**src/rtl/pll_lock_sequencer.sv**
```systemverilog
// pll_lock_sequencer
//   Brings a PLL out of power-down, qualifies its lock indication, and then
//   releases reset to the PLL-clocked fabric. If the PLL does not lock, the
//   attempt is retried a bounded number of times before a sticky fault is
//   raised. Every decision uses a two-flop synchronized copy of PLL_LOCK.
//
//   Optional build macro: PLL_SEQ_RELOCK_EN
//     defined   : lock loss in STRETCH/RUN returns to WAIT_LOCK. The PLL stays
//                 powered and RETRY_COUNT is kept.
//     undefined : lock loss in STRETCH/RUN goes straight to FAULT.
//
//   Ports
//     CLK              in   free-running reference clock (not from the PLL)
//     RESET_N          in   asynchronous active-low reset
//     ENABLE           in   1 = bring up and keep the PLL running, 0 = power down
//     PLL_LOCK         in   raw PLL lock, asynchronous to CLK
//     PLL_POWERDOWN_N  out  PLL power-down pin, active low
//     FABRIC_RESET_N   out  active-low reset for PLL-clocked logic
//     LOCKED           out  filtered, qualified lock status
//     FAULT            out  sticky bring-up failure flag
//     RETRY_COUNT[1:0] out  failed attempts in the current bring-up
//     STATE[2:0]       out  IDLE=0 PWRDN=1 WAIT_LOCK=2 FILTER=3 STRETCH=4
//                           RUN=5 FAULT=6

module pll_lock_sequencer #(
   parameter int unsigned PWRDN_CYCLES = 16,
   parameter int unsigned LOCK_FILTER  = 64,
   parameter int unsigned LOCK_TIMEOUT = 50000,
   parameter int unsigned MAX_RETRIES  = 3,
   parameter int unsigned RST_STRETCH  = 32
) (
   input  logic       CLK,
   input  logic       RESET_N,
   input  logic       ENABLE,
   input  logic       PLL_LOCK,
   output logic       PLL_POWERDOWN_N,
   output logic       FABRIC_RESET_N,
   output logic       LOCKED,
   output logic       FAULT,
   output logic [1:0] RETRY_COUNT,
   output logic [2:0] STATE
);

   typedef enum logic [2:0] {
      ST_IDLE      = 3'd0,
      ST_PWRDN     = 3'd1,
      ST_WAIT_LOCK = 3'd2,
      ST_FILTER    = 3'd3,
      ST_STRETCH   = 3'd4,
      ST_RUN       = 3'd5,
      ST_FAULT     = 3'd6
   } state_t;

   // Terminal values. A phase ends on the cycle its counter holds N-1, so the
   // phase occupies exactly N cycles.
   localparam logic [9:0]  PWRDN_LAST   = 10'(PWRDN_CYCLES - 1);
   localparam logic [9:0]  FILTER_LAST  = 10'(LOCK_FILTER - 1);
   localparam logic [9:0]  STRETCH_LAST = 10'(RST_STRETCH - 1);
   localparam logic [15:0] TMO_LAST     = 16'(LOCK_TIMEOUT - 1);
   localparam logic [1:0]  RETRY_MAX    = 2'(MAX_RETRIES);

`ifdef PLL_SEQ_RELOCK_EN
   localparam state_t LOSS_STATE = ST_WAIT_LOCK;
`else
   localparam state_t LOSS_STATE = ST_FAULT;
`endif

   state_t      state, state_nx;
   logic        lock_meta, lock_s;
   logic [9:0]  phase_cnt, phase_cnt_nx;
   logic [15:0] tmo_cnt, tmo_cnt_nx;
   logic [1:0]  retry_nx;
   logic        timeout;
   logic        retry_req;
   logic        in_lock_wait, nx_lock_wait;

   // Two-flop lock synchronizer.
   always_ff @(posedge CLK or negedge RESET_N) begin
      if (!RESET_N) begin
         lock_meta <= 1'b0;
         lock_s    <= 1'b0;
      end else begin
         lock_meta <= PLL_LOCK;
         lock_s    <= lock_meta;
      end
   end

   always_comb begin
      state_nx  = state;
      retry_nx  = RETRY_COUNT;
      retry_req = 1'b0;
      timeout   = (tmo_cnt == TMO_LAST);

      if (state != ST_IDLE && !ENABLE) begin
         // Disable overrides lock, timeout and counter events in the same cycle.
         state_nx = ST_IDLE;
      end else begin
         case (state)
            ST_IDLE:      if (ENABLE) state_nx = ST_PWRDN;
            ST_PWRDN:     if (phase_cnt == PWRDN_LAST) state_nx = ST_WAIT_LOCK;
            ST_WAIT_LOCK: begin
               if (timeout)     retry_req = 1'b1;
               else if (lock_s) state_nx  = ST_FILTER;
            end
            ST_FILTER: begin
               if (lock_s && phase_cnt == FILTER_LAST) state_nx  = ST_STRETCH;
               else if (timeout)                       retry_req = 1'b1;
               else if (!lock_s)                       state_nx  = ST_WAIT_LOCK;
            end
            ST_STRETCH: begin
               if (!lock_s)                         state_nx = LOSS_STATE;
               else if (phase_cnt == STRETCH_LAST)  state_nx = ST_RUN;
            end
            ST_RUN:       if (!lock_s) state_nx = LOSS_STATE;
            ST_FAULT:     state_nx = ST_FAULT;
            default:      state_nx = ST_IDLE;
         endcase
      end

      if (retry_req) begin
         if (RETRY_COUNT < RETRY_MAX) begin
            retry_nx = (RETRY_COUNT == 2'd3) ? 2'd3 : RETRY_COUNT + 2'd1;
            state_nx = ST_PWRDN;
         end else begin
            state_nx = ST_FAULT;
         end
      end

      if (state_nx == ST_IDLE || state_nx == ST_RUN) retry_nx = '0;

      // The phase counter restarts on every state change. It serves PWRDN,
      // FILTER and STRETCH, which are mutually exclusive.
      if (state_nx == state &&
          (state == ST_PWRDN || state == ST_FILTER || state == ST_STRETCH))
         phase_cnt_nx = phase_cnt + 10'd1;
      else
         phase_cnt_nx = '0;

      // The timeout keeps running across FILTER<->WAIT_LOCK bounces. It
      // restarts on any entry from outside that pair.
      in_lock_wait = (state == ST_WAIT_LOCK || state == ST_FILTER);
      nx_lock_wait = (state_nx == ST_WAIT_LOCK || state_nx == ST_FILTER);
      tmo_cnt_nx   = (in_lock_wait && nx_lock_wait) ? tmo_cnt + 16'd1 : '0;
   end

   // Outputs are decoded from the next state and then registered, so they
   // change on the same edge as STATE.
   always_ff @(posedge CLK or negedge RESET_N) begin
      if (!RESET_N) begin
         state           <= ST_IDLE;
         phase_cnt       <= '0;
         tmo_cnt         <= '0;
         RETRY_COUNT     <= '0;
         PLL_POWERDOWN_N <= 1'b0;
         FABRIC_RESET_N  <= 1'b0;
         LOCKED          <= 1'b0;
         FAULT           <= 1'b0;
      end else begin
         state           <= state_nx;
         phase_cnt       <= phase_cnt_nx;
         tmo_cnt         <= tmo_cnt_nx;
         RETRY_COUNT     <= retry_nx;
         PLL_POWERDOWN_N <= (state_nx == ST_WAIT_LOCK || state_nx == ST_FILTER ||
                             state_nx == ST_STRETCH   || state_nx == ST_RUN);
         LOCKED          <= (state_nx == ST_STRETCH || state_nx == ST_RUN);
         FABRIC_RESET_N  <= (state_nx == ST_RUN);
         FAULT           <= (state_nx == ST_FAULT);
      end
   end

   assign STATE = state;

endmodule
```
**config.mk**
```make
export PLATFORM = sky130hd
export DESIGN_NAME = pll_lock_sequencer
export DESIGN_NICKNAME = d
export VERILOG_FILES = /design/src/rtl/pll_lock_sequencer.sv
export SDC_FILE = /design/constraint.sdc
export NUM_CORES = 1
export LEC_CHECK = 0
export CORE_MARGIN = 4
export CORE_UTILIZATION = 53
export CTS_CLUSTER_SIZE = 14
export DETAILED_ROUTE_END_ITERATION = 7
export GPL_ROUTABILITY_DRIVEN = 1
export GPL_TIMING_DRIVEN = 0
export HOLD_SLACK_MARGIN = 0.06
export PLACE_DENSITY = 0.73
export RECOVER_POWER = 50
export SYNTH_ARGS = -nofsm -noshare
export SYNTH_HDL_FRONTEND = slang
export SYNTH_SLANG_ARGS = --single-unit
```
**constraint.sdc**
```tcl
create_clock -name CLK -period 2.4 [get_ports CLK]
set_input_delay 0.48 -clock CLK [delete_from_list [all_inputs] [get_ports CLK]]
set_output_delay 0.48 -clock CLK [all_outputs]
set_load 0.005 [all_outputs]
```
; ---- Yosys cells after proc, flatten, opt, wreduce, memory -nomap -nowiden
; Index checks and enable logic that the tools add are counted.
[word_totals]
register_bits = 37
in_bits = 4
output_inout_bits = 9
[classes]
n_addsub = 3
n_lt_le_gt_ge = 1
eq_ne = 17
muxes = 24
n_reduce_logical = 19
[ops]
columns = operator, count
row1 = $mux 3, 13
row2 = $pmux 3 s7, 1
row3 = $eq 3x3->1 const B, 6
row4 = $add 16x1->16 const B, 1
row5 = $eq 16x16->1 const B, 1
row6 = $mux 16, 1
row7 = $eq 3x2->1 const B, 4
row8 = $add 10x1->10 const B, 1
row9 = $eq 10x4->1 const B, 1
row10 = $eq 10x5->1 const B, 1
row11 = $eq 10x6->1 const B, 1
row12 = $mux 10, 1
row13 = $logic_or 1x1->1, 8
row14 = $mux 2, 4
row15 = $logic_not 3->1, 2
row16 = $logic_and 1x1->1, 4
row17 = $reduce_bool 2->1, 2
row18 = $eq 3x1->1 const B, 1
row19 = $eq 3x3->1, 1
row20 = $mux 1, 3
row21 = $reduce_bool 3->1, 1
row22 = $add 2x1->2 const B, 1
row23 = $eq 2x2->1 const B, 1
row24 = $lt 2x2->1 const B, 1
row25 = other kinds (3), 3

; ---- Longest topological paths before layout
[logic_depth]
depth_word = 10
depth_mapped = 10
depth_no_buf = 8

; ---- Worst setup path before layout
; No wires, ideal clock.
[synth_timing]
path_type = reg-to-reg
from = register phase_cnt[6]
to = register phase_cnt[2]
setup_time_ns = 0.122
arrival_ns = 2.406
path_slack_ns = -0.128
stages_incl_launch_ff = 8
synth_period_minus_slack_ns = 2.528
cell_sequence = dfrtp_1 or4_4 nor4_4 a211oi_2 or4_4 and2_1 buf_6 a32o_1
[synth_between]
elab_chain_cells = 9
elab_cells_between_ends = 17
[synth_lines]
columns = item, line_no
row1 = from (decl), 70  ; logic [9:0] phase_cnt, phase_cnt_nx;
row2 = from (signal assigned), 160  ; phase_cnt <= phase_cnt_nx;
row3 = $eq 10x5->1 / $eq 10x6->1 (equally long branches), "112, 106"
row4 = $mux 3 / $logic_and 1x1->1 (equally long branches), "112, 106"
row5 = "$mux 3, or another cell as far along", 111  ; if (!lock_s) state_nx = LOSS_STATE;
row6 = $pmux 3 s7 / $pmux 1 s2 (equally long branches), 98  ; case (state)
row7 = $mux 3 / $mux 1 (equally long branches), 94  ; if (state != ST_IDLE && !ENABLE) begin
row8 = $mux 3 *, 120  ; if (retry_req) begin
row9 = $eq 3x3->1 *, 133  ; if (state_nx == state &&
row10 = $logic_and 1x1->1 *, 133
row11 = $mux 10 *, 133
row12 = net phase_cnt_nx[2], 70
; Mark *: on every way through the listed nets, which the timed path passes. The rest lies on a longest branch.
; A chain may end at the register's enable or synchronous reset.

; ---- Worst setup path after layout
[layout_timing]
from = register phase_cnt[8]
to = register phase_cnt[7]
; Same word-level chain as after synthesis.

==> impl_metrics.ini <==
[min_path]
hold_path_class = reg -> reg
hold_path_startpoint = lock_meta$_DFF_PN0_
min_path_cells = 0
holdPathEnd = lock_s$_DFF_PN0_

[placed_design]
dpl-instance-area_um2 = 2263
port-buffer-count = 12
hpwl_um = 2989
place_congestion = 0.8539

[sta]
setup_violations = 6
rsz0062_at_grt = true
layout_setup_ws_ns = -0.1009
period_minus_slack_ns = 2.501
tightest_slew_ns = 1.959
skew_ns = 0.01161
max_freq_mhz = 399.9
fin_crit_sh_pct = 104.2
max-slew-margin-rel_pct = -30.59
maxSlewViolCount = 38
finalHoldViolations = 0

[run]
maxCapViolations = 1

[route]
antenna_left = 0
initialDrtViolationCount = 161
routed_wl_um = 4891
first_pass_iters = 4
drc = 0
routed_via_density = 5.872
vias = 1744
routedWlPerCell_um = 16.47

[logic_synthesis]
ys.flop_type = dfrtp_1
yosysWarnings = 0
yosysTopAreaCell = dfrtp_1
syn_avg_cell_area_um2 = 9.633
synth_edf_count = 0
syn_area_um2 = 2081
synth_top_family_by_area = simple AND/OR/NAND/NOR gates
synth_compound_area_share_pct = 11.37
yosysMostFrequentCell = dfrtp_1
synth_xor_area_share_pct = 9.260
synth-async-reset-ratio_pct = 100.0
synth-seq-cells = 37
synth.area.top_cells = dfrtp_1 44%, xnor2_1 6.3%, nor2_1 4.5%
synth_nets = 222
synth.area.mux_share_pct = 3.909
synthAdderAreaFrac_pct = 1.203
seq_area_frac_synth_pct = 44.50
synthTopCellsByCount = 37 x dfrtp_1, 25 x nor2_1, 16 x nand2_1
synthSimpleGateAreaFrac_pct = 26.28
synth_cell_types = 46
synth_top_area_share_pct = 44.50
synthCells = 216

[floorplanning]
pin_count = 13
die_x_um = 70.66
fp-row-count = 22
fp.dieH_um = 70.66
initial_core_util_pct = 55.99
dieArea_um2 = 4992
core_area_um2 = 3716

[cts]
cts_sinks = 37
cts_tree = yes
path_clk_slew_ns = 0.09
cts_root_buffer = clkbuf_8
clock_latency_ns = 0.30
cts_buffer_depth = 2
h-tree-depth = 2
hold_buffers = 0
cts_buffers = 5

[worst_setup_path]
startpoint = phase_cnt[8]$_DFF_PN0_
critical_path_class = reg -> reg
cp.arrival_ns = 2.68
r2r-start = phase_cnt[8]$_DFF_PN0_
rr_endpoint = phase_cnt[7]$_DFF_PN0_
endpoint_kind = flop
cp.buffers_inverters = 1
path_max_fanout = 6
slowest_delay_ns = 0.53
worst_setup_path_start_kind = flop
crit_family = simple AND/OR/NAND/NOR gates
cp_cell_sequence = or4_4, nor4_4, a211oi_4, or3_1, buf_6, and3_4, a32o_1
cp_slowest_cell = or4_4
r2r_setup_slack_ns = -0.10
reg2reg_depth = 7
crit_required_ns = 2.58

[global_routing]
grt_pass1_wl_um = 8004
grt_pass1_vias = 1582
gr-total-overflow = 0
grt_usage_pct = 20.19
grt_max_degree = 38
antenna_found_initial = 0

[pwr]
p_total_w = 0.001528
power.clock.fraction_pct = 30.5
swShare_pct = 33.12
p_leak_nw = 1.074
ir_drop_v = 0.0003774
internal_power_w = 0.001022
power.switching_w = 0.0005062
power_frac_seq_pct = 43.8
p_per_area_nw_per_um2 = 593.8
pwr-share-comb_pct = 25.7

[cells_and_area]
n_antenna_cell = 0
layout-drive-gt1-share_pct = 20.88
syn2layout_area_growth_pct = 23.69
fin_nets = 254
fill_cells = 286
final_area_um2 = 2574

[status]
status = complete, but fails checks
violations = capacitance limit, slew limit, setup timing
[worst reg2reg max path: stages (launching register included)]
cell      delay (ns)
dfrtp_2         0.45
or4_4           0.53
nor4_4          0.37
a211oi_4        0.15
or3_1           0.38
buf_6           0.13
and3_4          0.17
a32o_1          0.21
[per-stage QoR]
step | hold slack, ns | setup TNS, ns | setup WS, ns | util (%) | cells
2_1_floorplan | 0.1844 | 0 | 0.003980 | - | 216
3_3_place_gp | 0.3311 | -10.33 | -0.4553 | 61.04 | 276
3_5_place_dp | 0.3356 | -12.87 | -0.5718 | 60.91 | 276
4_1_cts | 0.3052 | -1.113 | -0.1318 | 66.70 | 292
5_1_grt | 0.3535 | -1.502 | -0.1449 | 69.26 | 297
6_report | 0.3580 | -0.5505 | -0.1009 | 69.26 | 297
[metal layers]
layer	track usage (%)	vias to the layer above	part of all wire (%)
met3	6.250	4	6.1
met2	28.48	45	45
met1	30.59	855	48
met5	0	-	0
li1	-	840	-
met4	4.384	0	0.80
[cells in the final DEF, fill, tap and decap left out, types with 3 or more instances in the layout]
| cell type | count |
|---|---|
| dfrtp_1 | 35 |
| buf_6 | 4 |
| mux2i_1 | 7 |
| a32o_1 | 6 |
| buf_4 | 15 |
| nand4_1 | 8 |
| clkdlybuf4s50_1 | 9 |
| inv_1 | 8 |
| xor2_1 | 7 |
| and3_1 | 7 |
| nor2_1 | 25 |
| and2_1 | 6 |
| xnor2_1 | 15 |
| nand3_1 | 8 |
| o21ai_0 | 6 |
| clkbuf_8 | 5 |
| nand2_1 | 16 |
| nor3_1 | 4 |
| nor2b_1 | 3 |
[logic make-up after synthesis]
family,Yosys count
AO/OA/AOI/OAI,31
XOR/XNOR,22
adder cells (fa/ha/maj),2
buffers and inverters,16
flip-flops,37
multiplexers,8
AND/OR/NAND/NOR,100
[timing repair]
action	in CTS	in global routing
gates resized for setup	18	14
endpoints found under the setup margin	30	24
setup buffers	11	6
pin swaps	9	10
endpoints found under the hold margin	0	0
cloned	1	0
[how the worst max path moves through the flow]
stage | endpoint | cells after the start
after floorplan | phase_cnt[2]$_DFF_PN0_ | 8
after global placement | phase_cnt[1]$_DFF_PN0_ | 8
after detailed placement | phase_cnt[0]$_DFF_PN0_ | 6
after CTS | phase_cnt[6]$_DFF_PN0_ | 6
after global routing | phase_cnt[8]$_DFF_PN0_ | 7
final | phase_cnt[7]$_DFF_PN0_ | 7
[state kept, by name (all words and copies together), names as in the netlist]
register	flops
RETRY_COUNT	2
phase_cnt	10
STATE	3
FAULT	1
lock_meta	1
tmo_cnt	16
PLL_POWERDOWN_N	1
FABRIC_RESET_N	1
LOCKED	1
lock_s	1
[cell type report]
cell class / instances / area (µm²) / share of cell area, %
clock inverter: 3 / 25.02 / 0.9723
inverter: 8 / 30.03 / 1.167
timing repair buffer: 28 / 240.2 / 9.334
sequential: 37 / 928.4 / 36.07
tap: 48 / 60.06 / 2.333
buffer: 5 / 38.79 / 1.507
clock buffer: 5 / 68.82 / 2.674
multi-input combinational: 163 / 1182 / 45.94
[power groups by stage]
stage	Clock (W)	Combinational [W]	Sequential, W
after floorplan	0	0.000209	0.000674
after global placement	0	0.000307	0.000679
after detailed placement	0	0.000308	0.000679
after CTS	0.000472	0.000380	0.000667
after global routing	0.000504	0.000421	0.000674
final	0.000466	0.000393	0.000669
Note: power is estimated with default switching activity, not from simulation.
